--- src/rtl/picosoc_timer.sv ---
// picosoc_timer: programmable down-counting interval timer on the PicoSoC iomem bus.
// Word map on iomem_addr[4:2]: CTRL, PRESCALE, LOAD, COUNT, STATUS, CYCLES, 2 reserved.
// Optional feature macro: PICOSOC_TIMER_CYCLES_EN builds the free-running CYCLES
// counter at word 5; without it word 5 reads 0.
// Reset is synchronous and active-low (resetn).
module picosoc_timer #(
    parameter int CLOCK_SPEED_HZ = 50_000_000
) (
    input  logic        clk,
    input  logic        resetn,
    input  logic        iomem_valid,
    input  logic [3:0]  iomem_wstrb,
    input  logic [31:0] iomem_addr,
    input  logic [31:0] iomem_wdata,
    output logic [31:0] iomem_rdata,
    output logic        iomem_ready,
    output logic        irq_o
);

    // Prescaler reset value gives a 1 us tick at the logic clock rate.
    localparam logic [15:0] PRESCALE_RST = 16'(CLOCK_SPEED_HZ / 1_000_000 - 1);

    localparam logic [2:0] W_CTRL     = 3'd0;
    localparam logic [2:0] W_PRESCALE = 3'd1;
    localparam logic [2:0] W_LOAD     = 3'd2;
    localparam logic [2:0] W_COUNT    = 3'd3;
    localparam logic [2:0] W_STATUS   = 3'd4;
    localparam logic [2:0] W_CYCLES   = 3'd5;

    typedef enum logic {
        ST_IDLE = 1'b0,
        ST_ACK  = 1'b1
    } bus_state_t;

    bus_state_t  state_q;
    logic        ready_q;
    logic [31:0] rdata_q;

    logic        en_q, en_d;
    logic        reload_q, reload_d;
    logic        irqen_q, irqen_d;
    logic [15:0] prescale_q, prescale_d;
    logic [15:0] pre_q, pre_d;
    logic [31:0] load_q, load_d;
    logic [31:0] count_q, count_d;
    logic        expired_q, expired_d;

    logic [2:0]  word;
    logic        accept;
    logic        wr_any;
    logic [31:0] wmask;
    logic        wr_ctrl;
    logic        wr_prescale;
    logic        wr_load;
    logic        wr_count;
    logic        status_clr;
    logic        tick;
    logic        expire;
    logic [31:0] rd_word;
    logic [31:0] cycles_val;

    // Only the word index is decoded; the rest of the address is consumed here.
    logic unused_addr;
    assign unused_addr = ^{iomem_addr[31:5], iomem_addr[1:0]};

    assign word   = iomem_addr[4:2];
    // A request is only taken from IDLE; anything seen during ACK is dropped.
    assign accept = (state_q == ST_IDLE) && iomem_valid;
    assign wr_any = accept && (iomem_wstrb != 4'b0000);

    // Per-byte write mask built from the strobes.
    genvar gi;
    generate
        for (gi = 0; gi < 4; gi++) begin : g_wmask
            assign wmask[gi*8 +: 8] = {8{iomem_wstrb[gi]}};
        end
    endgenerate

    // CTRL and STATUS live entirely in byte 0, so only strobe 0 can touch them.
    assign wr_ctrl     = wr_any && (word == W_CTRL) && iomem_wstrb[0];
    assign wr_prescale = wr_any && (word == W_PRESCALE);
    assign wr_load     = wr_any && (word == W_LOAD);
    assign wr_count    = wr_any && (word == W_COUNT);
    assign status_clr  = wr_any && (word == W_STATUS) && iomem_wstrb[0] && iomem_wdata[0];

    // Prescaler reaching its terminal value produces one tick; a tick with
    // COUNT already at zero is an expiry.
    assign tick   = en_q && (pre_q == prescale_q);
    assign expire = tick && (count_q == 32'd0);

    assign irq_o       = expired_q & irqen_q;
    assign iomem_ready = ready_q;
    assign iomem_rdata = rdata_q;

`ifdef PICOSOC_TIMER_CYCLES_EN
    logic [31:0] cycles_q;

    // Free-running cycle counter; wraps naturally at 32 bits.
    always_ff @(posedge clk) begin
        if (!resetn) begin
            cycles_q <= 32'd0;
        end else begin
            cycles_q <= cycles_q + 32'd1;
        end
    end

    assign cycles_val = cycles_q;
`else
    assign cycles_val = 32'd0;
`endif

    // Next-state for the timer registers, including the collision priorities:
    // bus writes to COUNT/CTRL override the tick, and an expiry overrides a
    // STATUS clear.
    always_comb begin
        en_d       = en_q;
        reload_d   = reload_q;
        irqen_d    = irqen_q;
        prescale_d = prescale_q;
        pre_d      = pre_q;
        load_d     = load_q;
        count_d    = count_q;
        expired_d  = expired_q;

        // One-shot expiry stops the timer.
        if (expire && !reload_q) begin
            en_d = 1'b0;
        end
        if (wr_ctrl) begin
            en_d     = iomem_wdata[0];
            reload_d = iomem_wdata[1];
            irqen_d  = iomem_wdata[2];
        end

        // Prescaler only runs while enabled and restarts on an enable edge.
        if (en_q) begin
            pre_d = tick ? 16'd0 : (pre_q + 16'd1);
        end
        if (wr_ctrl && !en_q && iomem_wdata[0]) begin
            pre_d = 16'd0;
        end

        // Only the low two bytes of PRESCALE exist.
        if (wr_prescale) begin
            prescale_d = (prescale_q & ~wmask[15:0]) | (iomem_wdata[15:0] & wmask[15:0]);
        end

        if (wr_load) begin
            load_d = (load_q & ~wmask) | (iomem_wdata & wmask);
        end

        // COUNT never goes below zero; it only wraps through LOAD.
        if (tick) begin
            if (count_q != 32'd0) begin
                count_d = count_q - 32'd1;
            end else if (reload_q) begin
                count_d = load_q;
            end
        end
        if (wr_count) begin
            count_d = (count_q & ~wmask) | (iomem_wdata & wmask);
        end

        if (status_clr) begin
            expired_d = 1'b0;
        end
        if (expire) begin
            expired_d = 1'b1;
        end
    end

    // Timer register file.
    always_ff @(posedge clk) begin
        if (!resetn) begin
            en_q       <= 1'b0;
            reload_q   <= 1'b0;
            irqen_q    <= 1'b0;
            prescale_q <= PRESCALE_RST;
            pre_q      <= 16'd0;
            load_q     <= 32'd0;
            count_q    <= 32'd0;
            expired_q  <= 1'b0;
        end else begin
            en_q       <= en_d;
            reload_q   <= reload_d;
            irqen_q    <= irqen_d;
            prescale_q <= prescale_d;
            pre_q      <= pre_d;
            load_q     <= load_d;
            count_q    <= count_d;
            expired_q  <= expired_d;
        end
    end

    // Read mux: values as they stand in the request cycle.
    always_comb begin
        rd_word = 32'd0;
        case (word)
            W_CTRL:     rd_word = {29'd0, irqen_q, reload_q, en_q};
            W_PRESCALE: rd_word = {16'd0, prescale_q};
            W_LOAD:     rd_word = load_q;
            W_COUNT:    rd_word = count_q;
            W_STATUS:   rd_word = {31'd0, expired_q};
            W_CYCLES:   rd_word = cycles_val;
            default:    rd_word = 32'd0;
        endcase
    end

    // Bus handshake: accept in IDLE, pulse ready with latched data in ACK.
    // rdata is forced to zero outside the ready pulse so the upstream OR mux is safe.
    always_ff @(posedge clk) begin
        if (!resetn) begin
            state_q <= ST_IDLE;
            ready_q <= 1'b0;
            rdata_q <= 32'd0;
        end else begin
            case (state_q)
                ST_IDLE: begin
                    if (iomem_valid) begin
                        state_q <= ST_ACK;
                        ready_q <= 1'b1;
                        rdata_q <= rd_word;
                    end else begin
                        ready_q <= 1'b0;
                        rdata_q <= 32'd0;
                    end
                end
                ST_ACK: begin
                    state_q <= ST_IDLE;
                    ready_q <= 1'b0;
                    rdata_q <= 32'd0;
                end
                default: begin
                    state_q <= ST_IDLE;
                    ready_q <= 1'b0;
                    rdata_q <= 32'd0;
                end
            endcase
        end
    end

endmodule

--- config.mk ---
export PLATFORM = sky130hd
export DESIGN_NAME = picosoc_timer
export DESIGN_NICKNAME = d
export VERILOG_FILES = /design/src/rtl/picosoc_timer.sv
export SDC_FILE = /design/constraint.sdc
export NUM_CORES = 1
export LEC_CHECK = 0
export BUFFER_PORTS_ARGS = -buffer_cell sky130_fd_sc_hd__buf_2
export CORE_ASPECT_RATIO = 0.8
export CORE_MARGIN = 3
export CORE_UTILIZATION = 30
export DETAILED_ROUTE_END_ITERATION = 8
export GPL_TIMING_DRIVEN = 0
export HOLD_SLACK_MARGIN = 0.03
export MAX_ROUTING_LAYER = met4
export PLACE_DENSITY = 0.49
export SYNTH_ARGS = -nofsm -noshare
export SYNTH_HDL_FRONTEND = slang
export SYNTH_SLANG_ARGS = --single-unit
--- constraint.sdc ---
create_clock -name clk -period 5.3 [get_ports clk]
set_clock_uncertainty 0.2 [all_clocks]
set_input_delay 0.795 -clock clk [delete_from_list [all_inputs] [get_ports clk]]
set_output_delay 0.795 -clock clk [all_outputs]
set_load 0.01 [all_outputs]
# --- Word-level counts from Yosys, hierarchy flattened ---
# Cells that the tools add are included.
# Widths: inputs -> output; s select.
totals:
  elab_cells: 71
  reg_bits: 133
classes:
  n_bitwise: 13
  muxes: 14
  n_reduce_logical: 27
  addsub: 2
  eq_ne: 5
op_table:
  columns: ["cell", "n"]
  rows:
  - ["$mux 32", 5]
  - ["$pmux 32 s5", 1]
  - ["$and 32x32->32", 3]
  - ["$or 32x32->32", 2]
  - ["$pmux 32 s2", 1]
  - ["$and 16x16->16", 2]
  - ["$logic_not 32->1", 1]
  - ["$not 32->32", 1]
  - ["$reduce_bool 32->1", 1]
  - ["$sub 32x1->32 const B", 1]
  - ["$add 16x1->16 const B", 1]
  - ["$eq 16x16->1", 1]
  - ["$mux 16", 1]
  - ["$not 16->16", 1]
  - ["$or 16x16->16", 1]
  - ["$logic_and 1x1->1", 15]
  - ["$eq 3x2->1 const B", 2]
  - ["$reduce_bool 2->1", 3]
  - ["$mux 1", 5]
  - ["$reduce_bool 4->1", 1]
  - ["$eq 3x1->1 const B", 1]
  - ["$eq 3x3->1 const B", 1]
  - ["$logic_not 3->1", 1]
  - ["$reduce_bool 3->1", 1]
  - ["6 further kinds", 8]

# --- Depth between registers and ports, before layout ---
depth:
  depth_word: 8
  ltp_mapped: 9
  mapped_depth_nobuf: 8

# --- Worst setup path after synthesis ---
# OpenSTA, ideal clock, no wires.
synth_path:
  path_type: "input -> register"
  from: "input port iomem_wstrb[0]"
  to: "register with a tool-made name"
  path_buffers: 2
  t_arrival_ns: 2.512
  path_stages: 8
  setup_time_ns: 0.119
  setup_slack_ns: 2.470
  path_cell_list: "or4_1 -> and3_1 -> clkbuf_1 -> nor3_1 -> o211a_4 -> buf_6 -> nor2_1 -> o221a_1"
synth_lines:
  columns: ["element", "line_no", "text"]
  rows:
  - ["start, declared", "12", "input logic [3:0] iomem_wstrb,"]

==> run metrics <==
status=completed; mux share of post-synthesis cell area=0.0586; Setup Buffers After CTS=0; Clock Path Buffers=2; drt drc=0; largest net degree at the start of global routing=17; placed cell areas=between 7000 and 8000 sq um; Post-synth EDFFs=0; design area=8070 sq um; setup violators final=0; TritonCTS clock tree=yes; ant diodes=0; switch share=0.275; share of the clock period used by the worst path=0.660; Synth cell types=50; number of register bits inferred by synthesis=between 100 and 150; Slew Limit Headroom=0.157; main combinational cell family by area after synthesis=simple AND/OR/NAND/NOR gates; internal power=1.94 mW; simple-gate share of the synthesized area=0.252; Die ar.=between 20000 and 25000 sq um; Worst Setup Start Kind=primary input; Die Y=140 um; Static Leak=3.15 nW; Final Max Slew Viols=0; top-level I/O count=around 110; IO Port Bufs=74; worst min path class=reg -> reg; # rows=48; Hold WS=0.282 ns; cell area power density=331 nW/um^2; layout cells sized above 1=0.154; post-DR wirelength/cell=19.2 um; sequential cell area fraction in the yosys report=0.397; fillcell total=roughly 2.3k; clk_lat worst skew=0.43 ns; TritonCTS buffer count=17; final hold vios=0; Reg clk slew, reported paths=roughly 0.060 ns; overall routing resource usage=0.196; Synth Flop Type=dfxtp_1; Synth-to-Final Area Change=20.3%; Layout Nets=953; Syn Area/Cell=8.53 sq um; Peak supply drop=0.209 mV; Max-Cap Viols=0; CP Data Arrival Time=3.63 ns; Pre-Repair DR Iteration Count=5; vias per std cell=~5.2; # clock sinks=133; die width=about 170 um; min Tclk post-route=between 3 and 4 ns; Core Area=between 20000 and 25000 sq um; Routed Antenna Nets=0; Synth Cell Area=between 6000 and 7000 sq um; Comb pwr share=0.144; share of power burned in registers=0.383; worst-margin pin slew=1.25 ns; Synth Instances=786; clock share of power=0.473; Fmax=0.286 GHz; WL final=approximately 23000 um; Post-CTS Hold Fix Bufs=0; vias in the first global route=5749; leading cell type in the layout, fill and taps excluded=dfxtp_1; Root Driver=clkbuf_16; WS Path Type=in -> reg; switching pwr=733 uW; Tot Pwr=2.67 mW; Syn. warnings=0; Max FO, Critical Path=10; total gr overflow=0; Setup TNS=0 ns; Post-Syn Nets=860; crit end category=flip-flop; CP Data Required Time=between 5 and 6 ns; initial antenna violation count=0; Resize count post-CTS=0; Adder-Cell Fraction of Synth Area=0.00560; XOR/XNOR Fraction of Synth Area=0.0757; initial cell density of the core=0.308; htree depth=4; drt initial violations=584; Compound-Gate Fraction of Synth Area=0.178; unrepaired setup endpoints after global routing=no; vias=6212; first-pass GRT wire length=35500 um; DP HPWL=16600 um; Async S/R FF share, synth=0; most frequent cells in the layout=133 x dfxtp_1, 129 x nor2_1, 80 x buf_2, 69 x nand2_1, 46 x xnor2_1; routability-driven placement congestion ratio=between 0.8 and 0.9
[cells by family after synthesis]
family	count (synthesis)
mux	35
simple gates	348
fa+ha+maj	3
buf+inv	52
compound gates	157
xor+xnor	58
flops	133
[through the flow]
stage          setup slack [ns]  cells   util
2_1_floorplan              2.47    786      -
5_1_grt                    1.64   1192  0.371
3_5_place_dp               1.28   1160  0.343
3_3_place_gp               1.30   1160  0.343
4_1_cts                    1.72   1192  0.371
6_report                   1.80   1192  0.371
[per-layer routing]
layer	vias to the layer above	GRT usage	routed length, um
li1	3000	-	-
met1	2983	0.302	12200
met2	208	0.254	9240
met3	21	0.0352	1230
met4	0	0.0546	284
met5	-	-	0
[critical path, cell delays in order]
cell and delay (ns):
clkbuf_1 0.20, and3b_1 0.33, clkbuf_1 0.49, nand3_1 0.53
nand4_1 0.56, nand2_1 0.37, o221a_1 0.34
[power by group through the flow]
stage	registers, mW	clock network, mW	logic [mW]
3_3_place_gp	1.04	0	0.378
5_1_grt	1.02	1.33	0.421
2_1_floorplan	1.04	0	0.260
3_5_place_dp	1.04	0	0.377
4_1_cts	1.02	1.28	0.379
6_report	1.02	1.26	0.385
[path summary, 6_finish.rpt]
| check | from | to | slack (ns) | cells after the start |
|---|---|---|---|---|
| setup / recovery | iomem_addr[4] | flip-flop | 1.80 | 7 |
| hold / removal | flip-flop | flip-flop | 0.28 | 2 |
| setup reg to reg | flip-flop | flip-flop | 1.86 | 7 |
| hold reg to reg | flip-flop | flip-flop | 0.28 | 2 |
[Yosys cell counts (4+ instances only)]
cell type	count	area (sq um)
o221a_1	20	225
nand3b_1	7	52.6
and3_1	11	68.8
mux2i_1	19	190
a21boi_0	32	240
xnor2_1	46	403
nor2b_1	21	131
a22oi_1	30	225
nor2_1	129	484
nand2_1	69	259
o21ai_0	5	25.0
nor3_1	15	75.1
o32ai_1	9	78.8
xor2_1	12	105
clkbuf_1	38	143
a211oi_1	7	52.6
and2_1	4	25.0
a21oi_1	20	100
nor4_1	12	75.1
mux2_2	14	158
nand4_1	14	87.6
or4_1	4	30.0
nand3_1	43	215
dfxtp_1	133	2660
buf_2	6	30.0
o211a_1	9	90.1
o21ai_1	17	85.1
[final cells by class]
| cell class | instances | area (sq um) | share of cell area |
|---|---|---|---|
| inverters | 3 | 11.3 | 0.00140 |
| flip-flops and latches | 133 | 2660 | 0.330 |
| clock inverters | 13 | 180 | 0.0223 |
| multi-input cells | 601 | 3820 | 0.474 |
| well taps | 300 | 375 | 0.0465 |
| clock buffers | 19 | 433 | 0.0536 |
| plain buffers | 49 | 214 | 0.0265 |
| repair buffers | 74 | 370 | 0.0459 |
Note: power is estimated with default switching activity, not from simulation.
